### src/rtl/riscv_pkg.sv
// riscv_pkg: shared BIU size encoding, AHB constants and size/alignment helpers
package riscv_pkg;

   typedef enum logic [2:0] {
      BIU_BYTE  = 3'd0,
      BIU_HWORD = 3'd1,
      BIU_WORD  = 3'd2,
      BIU_DWORD = 3'd3
   } biu_size_t;

   localparam logic [1:0] HTRANS_IDLE   = 2'b00;
   localparam logic [1:0] HTRANS_NONSEQ = 2'b10;

   localparam logic [1:0] HRESP_OKAY  = 2'b00;
   localparam logic [1:0] HRESP_ERROR = 2'b01;
   localparam logic [1:0] HRESP_RETRY = 2'b10;
   localparam logic [1:0] HRESP_SPLIT = 2'b11;

   localparam logic [2:0] HBURST_SINGLE = 3'b000;

   function automatic logic [2:0] biu_size_to_hsize(input biu_size_t s);
      return {1'b0, s[1:0]};
   endfunction

   // DWORD is only legal on a 64-bit bus; otherwise it always faults
   function automatic logic biu_misaligned(input biu_size_t s, input logic [2:0] a, input logic dword_ok);
      return (s[1:0] == 2'd1 && a[0]) ||
             (s[1:0] == 2'd2 && a[1:0] != 2'd0) ||
             (s[1:0] == 2'd3 && (!dword_ok || a != 3'd0));
   endfunction

endpackage

### src/rtl/riscv_biu_arbiter.sv
// riscv_biu_arbiter: picks one requesting client; round-robin when RISCV_BIU_RR_ARB_EN is defined, else fixed priority
module riscv_biu_arbiter #(
   parameter int NPORT = 2,
   localparam int IW = NPORT > 1 ? $clog2(NPORT) : 1
) (
`ifdef RISCV_BIU_RR_ARB_EN
   input  logic             hclk,
   input  logic             hreset,
   input  logic             adv,
   input  logic [IW-1:0]    adv_idx,
`endif
   input  logic [NPORT-1:0] req,
   output logic [NPORT-1:0] grant,
   output logic [IW-1:0]    idx
);

`ifdef RISCV_BIU_RR_ARB_EN
   logic [IW-1:0] ptr;

   // pointer moves just past the client whose transfer finished
   always_ff @(posedge hclk) begin
      ptr <= hreset ? '0 : adv ? (int'(adv_idx) == NPORT-1 ? '0 : adv_idx + 1'b1) : ptr;
   end
`else
   localparam logic [IW-1:0] ptr = '0;
`endif

   // scan downwards so the requester closest to the pointer is the last (winning) assignment
   always_comb begin
      idx = '0;
      for (int k = NPORT-1; k >= 0; k--)
         if (req[(int'(ptr) + k) % NPORT]) idx = IW'((int'(ptr) + k) % NPORT);
      grant = |req ? NPORT'(1) << idx : '0;
   end

endmodule

### src/rtl/riscv_ahb_mport_biu.sv
// riscv_ahb_mport_biu: merges NPORT client ports onto one AHB master (RISCV_BIU_RR_ARB_EN selects round-robin)
module riscv_ahb_mport_biu
   import riscv_pkg::*;
#(
   parameter int         XLEN          = 32,
   parameter int         NPORT         = 2,
   parameter logic [3:0] HPROT_DEFAULT = 4'b0011
) (
   input  logic               hclk,
   input  logic               hreset,
   input  logic [NPORT-1:0]   c_req,
   input  logic [NPORT-1:0]   c_we,
   input  logic [NPORT*XLEN-1:0] c_adr,
   input  logic [NPORT*3-1:0] c_size,
   input  logic [NPORT*XLEN-1:0] c_d,
   output logic [XLEN-1:0]    c_q,
   output logic [NPORT-1:0]   c_ack,
   output logic [NPORT-1:0]   c_err,
   output logic               c_misaligned,
   output logic               hbusreq,
   input  logic               hgrant,
   output logic [XLEN-1:0]    haddr,
   output logic [1:0]         htrans,
   output logic [2:0]         hsize,
   output logic [2:0]         hburst,
   output logic [3:0]         hprot,
   output logic               hwrite,
   output logic [XLEN-1:0]    hwdata,
   output logic               hmasterlock,
   input  logic               hready,
   input  logic [XLEN-1:0]    hrdata,
   input  logic [1:0]         hresp
);

   localparam int IW = NPORT > 1 ? $clog2(NPORT) : 1;

   typedef enum logic [2:0] {S_IDLE, S_REQ, S_ADDR, S_DATA, S_ERR2} state_t;

   state_t           state;
   logic [IW-1:0]    w, gidx;
   logic [NPORT-1:0] gnt, w_oh, err_r;
   logic             l_we, mis_r, win_mis, ok_done;
   logic [XLEN-1:0]  l_adr, l_d, win_adr;
   biu_size_t        l_size, win_size;

   riscv_biu_arbiter #(.NPORT(NPORT)) u_arb (
`ifdef RISCV_BIU_RR_ARB_EN
      .hclk    (hclk),
      .hreset  (hreset),
      .adv     (((state == S_DATA || state == S_ERR2) && hready) ||
                (state == S_IDLE && |c_req && !(|err_r) && win_mis)),
      .adv_idx ((state == S_IDLE) ? gidx : w),
`endif
      .req     (c_req),
      .grant   (gnt),
      .idx     (gidx)
   );

   assign hburst      = HBURST_SINGLE;
   assign hprot       = HPROT_DEFAULT;
   assign hmasterlock = 1'b0;
   assign w_oh        = NPORT'(1) << w;
   assign ok_done     = state == S_DATA && hready && hresp == HRESP_OKAY;
   assign c_ack       = ok_done ? w_oh : '0;
   assign c_q         = ok_done ? hrdata : '0;
   assign c_err       = err_r;
   assign c_misaligned = mis_r;

   // view of the current arbitration winner's request
   always_comb begin
      win_adr  = c_adr[int'(gidx)*XLEN +: XLEN];
      win_size = biu_size_t'(c_size[int'(gidx)*3 +: 3]);
      win_mis  = biu_misaligned(win_size, win_adr[2:0], XLEN == 64);
   end

   // transfer sequencer; error pulses are registered so the client sees them one cycle later
   always_ff @(posedge hclk) begin
      if (hreset) begin
         state   <= S_IDLE;
         hbusreq <= 1'b0;
         htrans  <= HTRANS_IDLE;
         haddr   <= '0;
         hsize   <= '0;
         hwrite  <= 1'b0;
         hwdata  <= '0;
         err_r   <= '0;
         mis_r   <= 1'b0;
         w       <= '0;
         l_we    <= 1'b0;
         l_adr   <= '0;
         l_size  <= BIU_BYTE;
         l_d     <= '0;
      end else begin
         err_r <= '0;
         mis_r <= 1'b0;
         case (state)
            S_IDLE:
               if (|c_req && !(|err_r)) begin
                  w      <= gidx;
                  l_we   <= c_we[gidx];
                  l_adr  <= win_adr;
                  l_size <= win_size;
                  l_d    <= c_d[int'(gidx)*XLEN +: XLEN];
                  if (win_mis) begin
                     err_r <= gnt;
                     mis_r <= 1'b1;
                  end else begin
                     state   <= S_REQ;
                     hbusreq <= 1'b1;
                  end
               end
            S_REQ:
               if (!c_req[w]) begin
                  state   <= S_IDLE;
                  hbusreq <= 1'b0;
               end else if (hgrant && hready) begin
                  state  <= S_ADDR;
                  htrans <= HTRANS_NONSEQ;
                  haddr  <= l_adr;
                  hsize  <= biu_size_to_hsize(l_size);
                  hwrite <= l_we;
               end
            S_ADDR:
               if (hready) begin
                  htrans <= HTRANS_IDLE;
                  if (hgrant) begin
                     state   <= S_DATA;
                     hbusreq <= 1'b0;
                     hwdata  <= l_d;
                  end else
                     state <= S_REQ;
               end
            S_DATA:
               if (hready) begin
                  state <= S_IDLE;
                  if (hresp != HRESP_OKAY) err_r <= w_oh;
               end else if (hresp == HRESP_ERROR)
                  state <= S_ERR2;
               else if (hresp == HRESP_RETRY || hresp == HRESP_SPLIT) begin
                  state   <= S_REQ;
                  hbusreq <= 1'b1;
               end
            S_ERR2:
               if (hready) begin
                  state <= S_IDLE;
                  err_r <= w_oh;
               end
            default: state <= S_IDLE;
         endcase
      end
   end

endmodule

### config.mk
export PLATFORM = sky130hd
export DESIGN_NAME = riscv_ahb_mport_biu
export DESIGN_NICKNAME = d
export VERILOG_FILES = /design/src/rtl/riscv_pkg.sv /design/src/rtl/riscv_biu_arbiter.sv /design/src/rtl/riscv_ahb_mport_biu.sv
export SDC_FILE = /design/constraint.sdc
export NUM_CORES = 1
export LEC_CHECK = 0
export ABC_AREA = 1
export BUFFER_PORTS_ARGS = -buffer_cell sky130_fd_sc_hd__buf_2
export CORE_UTILIZATION = 30
export DETAILED_ROUTE_END_ITERATION = 6
export HOLD_SLACK_MARGIN = 0.12
export MAX_ROUTING_LAYER = met4
export SYNTH_ARGS = -nofsm -noshare
export SYNTH_HDL_FRONTEND = slang
export SYNTH_SLANG_ARGS = --single-unit
### constraint.sdc
create_clock -name hclk -period 1.9 [get_ports hclk]
set_input_delay 0.095 -clock hclk [delete_from_list [all_inputs] [get_ports hclk]]
set_output_delay 0.095 -clock hclk [all_outputs]
set_load 0.01 [all_outputs]
After elaboration in Yosys (flattened, before gate mapping)
Index checks and enable logic that the tools add are counted.

cells by class
  shift-type cells = 5
  div/mod/pow operators = 0
  multiplexer cells = 40
  bitwise operators = 2
  $lt $le $gt $ge = 2
  reductions and logical operators = 25
  $mul = 1
  equality and inequality tests = 23
  add/subtract/negate cells = 0

operators by type and width
  operator                                                                       count
  64-bit by 7-bit variable part select with 32-bit output                        2
  32-bit 2-to-1 mux                                                              1
  3-bit 2-to-1 mux                                                               9
  2-bit 2-to-1 mux                                                               11
  2-bit inequality test (second input constant)                                  10
  1-bit 2-to-1 mux                                                               15
  3-bit case mux with 5 select lines                                             1
  9-bit AND reduction                                                            1
  2-bit == test (second input constant)                                          4
  3-bit by 2-bit == test with 1-bit output (second input constant)               2
  1-bit logical AND                                                              6
  2-bit case mux with 3 select lines                                             1
  3-bit AND reduction                                                            2
  6-bit AND reduction                                                            1
  2-bit nonzero test                                                             3
  6-bit by 4-bit variable part select with 2-bit output                          1
  2-bit by 1-bit == test with 1-bit output (second input constant)               2
  1-bit by 2-bit less-than comparator with 1-bit output (second input constant)  2
  4-bit by 2-bit inequality test with 1-bit output (second input constant)       1
  1-bit case mux with 4 select lines                                             1
  2-bit case mux with 2 select lines                                             1
  4-bit AND reduction                                                            1
  4-bit nonzero test                                                             1
  2-bit OR reduction                                                             2
  other kinds (13)                                                               17

storage, ports and cells
  register bits after elaboration = 144
  logic and storage cells = 112
  bits in latches = 0
  bits of input ports = 176
  memory bits (writable) = 0
  ROM bits = 0
  memories = 0
  output and inout port bits = 116

Longest topological paths before layout
Gate-level depths: netlist (run 1).

  depth after elaboration = 11
  mapped depth = 11
  mapped depth without buffers = 11

Hierarchy
From an unflattened synthesis (run 1), not the netlist that was laid out.

unflattened totals
  cell total of the unflattened synthesis = 865
  area, all modules = 6129.6 um^2

by module, submodules not included
  module               sequential area each (um^2)  cells each  area each (um^2)  times used
  riscv_ahb_mport_biu  2862.7                       861         6110.9            1
  riscv_biu_arbiter    0.0                          4           18.8              1

Worst setup path before layout (run 1)
Ideal clock, no wire load.

  path kind = register to output
  start point = register state[0]
  end point = output port c_q[10]
  setup slack = 544 ps
  cell stages (with the launch flop) = 6
  buffers on the path = 1
  arrival time = 1261 ps
  data required time = 1805 ps
  cell sequence = dfxtp_1 > nand2_1 > nor2_1 > nand3_2 > buf_2 > nor2_1

between the ends
  word-level cells in the longest chain between the ends = 4

RTL lines
  item                                      line                        source
  start: declaration                        riscv_ahb_mport_biu.sv:39   state_t state;
  start signal: assignment                  riscv_ahb_mport_biu.sv:79   state <= S_IDLE;
  start signal: assignment                  riscv_ahb_mport_biu.sv:108  state <= S_REQ;
  start signal: assignment                  riscv_ahb_mport_biu.sv:114  state <= S_IDLE;
  3-bit by 2-bit == test with 1-bit output  riscv_ahb_mport_biu.sv:63   assign ok_done = state == S_DATA && hready && hresp == HRESP_OKAY;
  1-bit logical AND (2 in series)           riscv_ahb_mport_biu.sv:63
  32-bit 2-to-1 mux                         riscv_ahb_mport_biu.sv:65   assign c_q = ok_done ? hrdata : '0;
  end: declaration                          riscv_ahb_mport_biu.sv:16   output logic [XLEN-1:0] c_q,

Every way passes these cells.

Final worst setup path (run 1)
  start point = register state[0]
  end point = output port c_q[31]

Same word-level chain as after synthesis.

==> summary.md, run 1 <==
| Metric | Value |
|---|---|
| Status | completed |
| CP Data Required Time | approximately 1.8 ns |
| DIE WIDTH | about 150 µm |
| Pwr Density | approximately 1100 nW/µm² |
| Critical Path Sink | c_q[31] |
| RR Endpoint | hwdata[0]$_SDFFE_PP0P_ |
| DRC | 0 |
| Logic pwr share | between 20 and 30% |
| Seq pwr share | about two fifths |
| I/O pin count | ~300 |
| Max cap viols | 0 |
| Setup TNS | 0 ns |
| Root buf cell | clkbuf_16 |
| Post-route minimum period | 1.79 ns |
| Clock transition at the registers of the reported paths | approximately 0.06 ns |
| Worst vdd ir | 0.641 mV |
| Area of the core | ~20000 µm² |
| WP data arrival | between 1.5 and 2 ns |
| Die Y | 145 µm |
| R2R Path Start | state[2]$_SDFFE_PP0P_ |
| Number of setup buffers added after CTS | 0 |
| CP startpoint kind | flop |
| Avg Inst Size Synth | slightly above 7 µm² |
| First-pass GRT wire length | between 30000 and 40000 µm |
| Synthesized cell area | about 6200 µm² |
| Gr ovfl total | 0 |
| Slew headroom | between 50% and 60% |
| Commonest non-fill, non-tap cell in the layout | buf_2 |
| Max clock buf depth | 2 |
| Placed insts | about 1.4k |
| Total track usage | 20.5% |
| Hold Crit Class | in -> reg |
| Power after layout | around 10 mW |
| Post-route ant nets | 0 |
| Sink Count | around 140 |
| Vias per inst | approximately 4.6 |
| Share of layout cells above drive strength 1 | between 20 and 30% |
| Crit Path Max Fanout | 32 |
| Drt wl/cell | 13.5 µm |
| Post-Synthesis Cells | between 800 and 900 |
| Worst setup EP type | output pin |
| Row Count | 52 |
| TritonCTS buffer count | 17 |
| Fin. Hold Viols | 0 |
| Worst Max-Slew Pin Slew | between 0.6 and 0.7 ns |
| Area grow syn2layout | 58.2% |
| Switching part of the total | a little under a third |
| Commonest cells after routing, fill and taps aside | buf_2 (279), nor2_1 (178), nand2_1 (164) |
| N_diodes | 0 |
| Die area | about 21000 µm² |
| DR iter-0 viols | 272 |
| Crit path kind | reg -> out |
| Placer congestion estimate | approximately 0.86 |
| Post-route insts no fill | ~1.5k |
| Routed via count | just over 7k |
| Clock latency on the worst-skew pair | between 0.4 and 0.5 ns |
| Initial Utilization | a little under a third |
| Seq cells post-synth | 143 |
| Pleak | roughly 5.0 nW |
| Clk pwr share | 34.7% |
| Initial antenna violation count | 0 |
| Fmax achieved | 559 MHz |
| Vias in the first global route | slightly below 7k |
| Min-delay src | c_adr[33] |
| # H-tree levels | 4 |
| Largest net degree at the start of global routing | 75 |
| RSZ-0062 raised after global routing | true |
| Final setup fails | 0 |
| Cell Int Power | between 7 and 8 mW |
| CP Launch Point | state[0]$_SDFFE_PP0P_ |
| Post-Place Setup Slack | approximately 0.17 ns |
| DP HPWL | 12600 µm |
| Final worst-path cycle share | between 90% and 100% |
| Fin worst setup slack | roughly 0.11 ns |
| Setup slack, reg-to-reg | approximately 0.21 ns |
| Synth cell types | 27 |
| Synth Warn # | 0 |
| Seq/Total Area, Yosys | between 40% and 50% |
| DRT Pass-1 Iters | 5 |
| P_sw | ~3.3 mW |
| Slew Limit Fails | 0 |
| R2R cell count | 6 |
| CTS tree | built |
| Port Buf Inserts | approximately 280 |
| Drt total wl | a little over 20000 µm |
| Clock Skew | about 0.01 ns |
| Nets | 1423 |
-- Yosys cell counts --
| master | number | area, µm² |
|---|---|---|
| a31oi_1 | 63 | 394 |
| nor2_1 | 179 | 672 |
| nand4_1 | 4 | 25.0 |
| nor2_4 | 4 | 45.0 |
| nor2_8 | 1 | 20.0 |
| buf_4 | 15 | 113 |
| buf_1 | 1 | 3.75 |
| nand3_1 | 14 | 70.1 |
| nand3_2 | 1 | 10.0 |
| o21ai_0 | 116 | 581 |
| dfxtp_1 | 143 | 2860 |
| nand2_1 | 164 | 616 |
| nor3_4 | 1 | 16.3 |
| o21ai_1 | 24 | 120 |
| inv_2 | 9 | 33.8 |
| inv_1 | 47 | 176 |
| nor3_1 | 1 | 5.00 |
| buf_6 | 8 | 90.1 |
| conb_1 | 2 | 7.51 |
| a211oi_1 | 1 | 7.51 |
| clkbuf_1 | 22 | 82.6 |
| buf_2 | 20 | 100 |
| clkbuf_2 | 3 | 15.0 |
| a21oi_1 | 8 | 40.0 |
| a22oi_1 | 1 | 7.51 |
| nand3b_1 | 2 | 15.0 |
| nand2_2 | 4 | 25.0 |
-- per-stage QoR --
stage	cell area [µm²]	hold WS (ns)	util [%]
after CTS	9720	0.163	48.2
final	9730	0.173	48.3
after global routing	9730	0.180	48.3
after global placement	7690	0.364	38.1
after detailed placement	7690	0.366	38.1
after floorplan	6180	0.164	-
-- power by group through the flow --
stage / combinational, mW / sequential, mW / clock (mW)
3_5_place_dp: 2.42 / 4.20 / 0
5_1_grt: 3.03 / 4.24 / 3.80
3_3_place_gp: 2.40 / 4.20 / 0
4_1_cts: 2.66 / 4.15 / 3.70
6_report: 2.68 / 4.15 / 3.63
2_1_floorplan: 1.73 / 4.18 / 0
-- state kept, by name (all words and copies together) (netlist names), 2 cells and up --
register and cells:
hwdata 32, l_d 32, l_size 2, haddr 32, c_err 2, l_adr 32, state 3, hsize 2
-- critical path, cell delays in order (launching register included) --
cell     delay, ns
dfxtp_2       0.40
nand2_1       0.12
nor2_4        0.15
nand3_2       0.11
buf_6         0.20
nor2_1        0.15
buf_2         0.15
-- kinds of logic after synthesis --
group | after synthesis | synth area share, %
flops | 143 | 46.5
simple gates | 375 | 24.7
buf+inv | 125 | 9.98
other cells | 2 | 0.122
compound gates | 213 | 18.7
-- routing by layer --
metal,up-vias,global-route usage [%],part of all wire (%)
li1,3562,-,-
met1,3248,24.0,44
met2,264,34.2,49
met3,35,4.28,5.5
met4,0,8.05,2.1
met5,-,-,0
-- worst min-delay path by stage --
stage,endpoint,slack [ns],cells past startpoint
2_1_floorplan,c_err[0]$_SDFF_PP0_,0.16,1
3_3_place_gp,l_adr[27]$_SDFFE_PP0P_,0.36,3
3_5_place_dp,l_adr[5]$_SDFFE_PP0P_,0.37,3
4_1_cts,l_adr[1]$_SDFFE_PP0P_,0.16,4
5_1_grt,l_adr[1]$_SDFFE_PP0P_,0.18,4
6_report,l_adr[1]$_SDFFE_PP0P_,0.17,4
-- final cells by class --
| cell class | instances | area [µm²] |
|---|---|---|
| Tap cell | 270 | 338 |
| Fill cell | 1950 | 10400 |
| Clock inverter | 11 | 176 |
| Multi-Input combinational cell | 598 | 2710 |
| Clock buffer | 21 | 460 |
| Inverter | 56 | 214 |
| Sequential cell | 143 | 2870 |
| Timing Repair Buffer | 431 | 2960 |
-- what timing repair did --
action	CTS	global route
resized for setup	3	4
hold buffers	139	0
pin swaps	0	0
endpoints found under the setup margin	33	32
endpoints found under the hold margin	74	0
Power figures use the tool's default switching activity.
==> run 2: changes to the inputs <==
--- a/config.mk
+++ b/config.mk
@@ -10,7 +10,7 @@
 export CORE_UTILIZATION = 30
 export DETAILED_ROUTE_END_ITERATION = 6
 export HOLD_SLACK_MARGIN = 0.12
-export MAX_ROUTING_LAYER = met4
+export SKIP_CTS_REPAIR_TIMING = 1
 export SYNTH_ARGS = -nofsm -noshare
 export SYNTH_HDL_FRONTEND = slang
 export SYNTH_SLANG_ARGS = --single-unit
==> run 2 against run 1 <==
Largest cell class unchanged. Final area fell by 0.54%. Sequential power barely moved. Clock skew fell by 0.0016 ns. Utilization fell by 0.26 points. Worst setup slack improved by 0.015 ns. Via count fell by 0.35%. Non-clock buffer count fell by 5. First-iteration DRC count rose by 12%. Hold slack got worse by 0.090 ns. Critical path depth did not move. Die area did not move. Wire length fell by 0.11%.
==> summary.md, run 2 (synthesis gave the netlist of run 1 again) <==
| Metric | Value |
|---|---|
| DRC | 0 |
| Placer congestion estimate | 0.843 |
| DRT Pass-1 Iters | 5 |
| First-pass GRT wire length | 30000 µm |
| Root buf cell | clkbuf_16 |
| Pwr Density | about 1100 nW/µm² |
| Met1 usage | roughly 22% |
| Total track usage | between 15 and 20% |
| Worst setup EP type | output pin |
| GR met3 Demand/Resource | under 10% |
| Initial Utilization | 30.5% |
| DP HPWL | between 10000 and 15000 µm |
| Die Y | 145 µm |
| Fmax achieved | between 500 and 600 MHz |
| FILL cells | 1964 |
| Pleak | just under 5 nW |
| Nets | around 1.4k |
| Routed via count | slightly above 7k |
| Sink Count | around 140 |
| Crit Path Max Fanout | 32 |
| Worst vdd ir | about 0.64 mV |
| Power after layout | 10.4 mW |
| Clock latency on the worst-skew pair | approximately 0.42 ns |
| GRT busiest layer | met2 |
| CP cell instances | nand2_1 -> nor2_4 -> nand3_2 -> buf_6 -> nor2_1 -> buf_2 |
| Slowest-stage cell, CP | dfxtp_2 |
| Port Buf Inserts | between 200 and 300 |
| Hold Worst Slack | roughly 0.083 ns |
| N_diodes | 0 |
| Final worst-path cycle share | 93.3% |
| Drt wl/cell | around 14 µm |
| Slowest cell delay on critical path | 0.40 ns |
| Post-route insts no fill | 1525 |
| Critical path buffers and inverters | 2 |
| Slew Limit Fails | 0 |
| Final setup fails | 0 |
| Worst Max-Slew Pin Slew | roughly 0.70 ns |
| Area of the core | 20200 µm² |
| Commonest cells after routing, fill and taps aside | buf_2 (279), nor2_1 (178), nand2_1 (164) |
| CP Data Required Time | between 1.5 and 2 ns |
| Hold Crit Class | in -> reg |
| Crit path kind | reg -> out |
| Largest net degree at the start of global routing | 75 |
| Vias per inst | 4.65 |
| I/O pin count | 292 |
| CTS tree | built |
| Row Count | 52 |
| Share of layout cells above drive strength 1 | 27.6% |
| DIE WIDTH | 145 µm |
| Vias in the first global route | roughly 5.9k |
| Post-route ant nets | 0 |
| RSZ-0062 raised after global routing | true |
| Clock transition at the registers of the reported paths | around 0.060 ns |
| Status | completed |
| Gr ovfl total | 0 |
| TritonCTS buffer count | 17 |
| Commonest non-fill, non-tap cell in the layout | buf_2 |
| Max cap viols | 0 |
| Placed insts | 1359 |
| DR iter-0 viols | around 300 |
| Die area | around 21000 µm² |
| WP data arrival | 1.68 ns |
| Initial antenna violation count | 0 |
| Delay-heaviest family, CP | simple AND/OR/NAND/NOR gates |
| Drt total wl | a little over 20000 µm |
| M2 GR Usage | 29.6% |
| Slew headroom | between 50% and 60% |
| Post-Place Setup Slack | roughly 0.17 ns |
| Area grow syn2layout | 57.3% |
| Post-route minimum period | 1.77 ns |
| Fin. Hold Viols | 0 |
| CP startpoint kind | flop |
| Clock Skew | ~0.0084 ns |
| Max clock buf depth | 2 |
| Fin worst setup slack | about 0.13 ns |
| # H-tree levels | 4 |
-- run 2: cell types whose count changed in the layout (fill, tap and decap cells not counted) --
cell	delta
inv_4	-1
inv_2	+1
dlygate4sd3_1	-5
-- run 2: metal layers --
metal / wire length, µm / part of all wire, % / vias to the layer above
met3: 1170 / 5.7 / 33
li1: - / - / 3550
met4: 375 / 1.8 / 0
met2: 10000 / 49 / 273
met5: 0 / 0 / -
met1: 9070 / 44 / 3228
-- run 2: power by group --
part	internal (mW)	switching [mW]
combinational	1.09	1.57
clock	2.29	1.34
sequential	3.76	0.392
-- run 2: path summary, 6_finish.rpt --
check	startpoint	slack [ns]	cells past startpoint	end
max	state[0]$_SDFFE_PP0P_	0.13	6	c_q[31]
min	hresp[0]	0.08	5	state[2]$_SDFFE_PP0P_
max reg2reg	state[2]$_SDFFE_PP0P_	0.18	8	haddr[2]$_SDFFE_PP0P_
min reg2reg	l_d[19]$_SDFFE_PP0P_	0.47	2	hwdata[19]$_SDFFE_PP0P_
-- run 2: tightest hold or removal path, delay by kind of cell --
kind / cells / cell delay, ns
buffers and inverters: 2 / 0.16
AND/OR/NAND/NOR: 2 / 0.12
AO/OA/AOI/OAI: 1 / 0.07
-- run 2: layout make-up --
| class | count | area (µm²) | share of cell area [%] |
|---|---|---|---|
| clock buffer | 21 | 460 | 4.76 |
| inverter | 56 | 211 | 2.18 |
| timing repair buffer | 426 | 2910 | 30.1 |
| tap | 270 | 338 | 3.49 |
| multi-input combinational | 598 | 2710 | 28.0 |
| clock inverter | 11 | 176 | 1.82 |
| sequential | 143 | 2870 | 29.6 |
-- run 2: through the flow --
stage          setup TNS (ns)  instance area [µm²]  utilization, %
2_1_floorplan               0                 6180               -
3_3_place_gp                0                 7690            38.1
3_5_place_dp                0                 7690            38.1
4_1_cts                 -3.81                 8320            41.3
5_1_grt               -0.0122                 9680            48.0
6_report                    0                 9680            48.0
==> run 3: changes to the inputs <==
==> constraint.sdc (replaced) <==
create_clock -name hclk -period 1.94 [get_ports hclk]
set_input_delay 0.097 -clock hclk [delete_from_list [all_inputs] [get_ports hclk]]
set_output_delay 0.097 -clock hclk [all_outputs]
set_load 0.01 [all_outputs]
==> run 3 against run 2 <==
Sequential share of layout area is 0.24 points higher. Wire length is 0.21% higher. Die area stayed put. Sequential cell count stayed put. First-iteration DRC count is 35% higher. Sequential power is 2% lower. Register-to-register slack better by 0.02 ns. Final area is 0.81% lower. Largest cell class is now sequential cells. Largest power group unchanged. Highest routed layer unchanged.
==> summary.md, run 3 (synthesis gave the netlist of run 1 again) <==
| Metric | Value |
|---|---|
| Routed via count | ~7.0k |
| Slew headroom | roughly half |
| First-pass GRT wire length | 29900 µm |
| Worst Max-Slew Pin Slew | 0.724 ns |
| Slowest cell delay on critical path | roughly 0.4 ns |
| Hold Worst Slack | around 0.10 ns |
| Fmax achieved | around 560 MHz |
| Pleak | between 4 and 5 nW |
| Total track usage | between 10% and 20% |
| Sink Count | approximately 140 |
| Max cap viols | 0 |
| CP startpoint kind | flop |
| Clock latency on the worst-skew pair | around 0.42 ns |
| Initial antenna violation count | 0 |
| Fin. Hold Viols | 0 |
| RSZ-0062 raised after global routing | false |
| Commonest cells after routing, fill and taps aside | buf_2 (279), nor2_1 (177), nand2_1 (164) |
| # H-tree levels | 4 |
| Finished Cell Area | about 9600 µm² |
| Placer congestion estimate | approximately 0.86 |
| DIE WIDTH | approximately 150 µm |
| Post-route minimum period | 1.79 ns |
| Slew Limit Fails | 0 |
| Worst setup EP type | output pin |
| DRC | 0 |
| Die Y | roughly 150 µm |
| DP HPWL | around 13000 µm |
| DR iter-0 viols | between 400 and 500 |
| TritonCTS buffer count | 17 |
| Vias in the first global route | 5891 |
| I/O pin count | between 200 and 300 |
| Commonest non-fill, non-tap cell in the layout | buf_2 |
| Crit path kind | reg -> out |
| Drt total wl | between 20000 and 25000 µm |
| Vias per inst | about 4.6 |
| Final setup fails | 0 |
| Row Count | 52 |
| WP data arrival | approximately 1.7 ns |
| Die area | 21100 µm² |
| Area grow syn2layout | 56.0% |
| CTS tree | built |
| Clock transition at the registers of the reported paths | about 0.060 ns |
| Post-Place Setup Slack | roughly 0.21 ns |
| DRT Pass-1 Iters | 5 |
| Gr ovfl total | 0 |
| Delay-heaviest family, CP | simple AND/OR/NAND/NOR gates |
| Crit Path Max Fanout | 33 |
| Post-route ant nets | 0 |
| Worst vdd ir | between 0.5 and 0.6 mV |
| CP cell instances | nand2_1 -> nor2_4 -> nand3_2 -> buf_4 -> nor2_2 -> buf_2 |
| Drt wl/cell | 13.6 µm |
| Status | completed |
| Slowest-stage cell, CP | dfxtp_2 |
| Root buf cell | clkbuf_16 |
| Largest net degree at the start of global routing | 99 |
| Pwr Density | about 1100 nW/µm² |
| Initial Utilization | a little under a third |
| Nets | approximately 1.4k |
| Critical path buffers and inverters | 2 |
| CP Data Required Time | between 1.5 and 2 ns |
| Power after layout | roughly 10 mW |
| Fin worst setup slack | between 0.15 and 0.2 ns |
| Clock Skew | roughly 0.0096 ns |
| Area of the core | approximately 20000 µm² |
| Hold Crit Class | in -> reg |
| Port Buf Inserts | roughly 280 |
| N_diodes | 0 |
| Placed Area | approximately 7600 µm² |
| Final worst-path cycle share | about 92% |
| Max clock buf depth | 2 |
| Share of layout cells above drive strength 1 | between 20% and 30% |
| Fin util | 47.6% |
==> run 3: changes by cell type in the layout (fill, tap and decap cells not counted), sizes merged <==
cell and delta:
clkbuf -1, bufinv -1, inv -1, clkinv +2, buf -2
==> run 3: path summary, 6_finish.rpt <==
kind                               start                endpoint  slack (ns)  depth (start not counted)
setup reg to reg   state[2]$_SDFFE_PP0P_   haddr[3]$_SDFFE_PP0P_        0.20                          8
setup / recovery   state[0]$_SDFFE_PP0P_                c_ack[1]        0.15                          6
hold / removal                    hgrant   state[1]$_SDFFE_PP0P_        0.10                          5
hold reg to reg   l_adr[16]$_SDFFE_PP0P_  haddr[16]$_SDFFE_PP0P_        0.48                          2
==> run 3: layer usage <==
layer	track usage, %	part of all wire (%)	vias to the layer above
li1	-	-	3543
met1	21.7	43	3173
met2	29.1	50	238
met3	4.62	5.2	35
met4	7.47	1.7	0
met5	0	0	-
==> run 3: tightest hold or removal path, stage by stage <==
cell     delay, ns
buf_2         0.11
a22oi_1       0.07
nand4_1       0.09
nand2_1       0.05
nor2_1        0.07
==> run 3: layout make-up <==
cell class,instances,area [µm²]
Inverter,56,211
Clock inverter,11,155
Multi-Input combinational cell,598,2720
Sequential cell,143,2870
Tap cell,270,338
Timing Repair Buffer,424,2860
Clock buffer,20,457
Fill cell,1958,10600
==> run 3: stage by stage <==
stage	TNS [ns]	std cells
detailed placement	0	1357
global placement	0	1357
global route	0	1522
finish	0	1522
CTS	-2.04	1388
floorplan	0	866
==> run 3: where the power goes <==
group	internal (mW)	switching [mW]	leakage, nW	total, mW
clock network	2.11	1.32	0.303	3.43
logic	1.06	1.55	3.45	2.61
registers	3.68	0.388	1.17	4.07
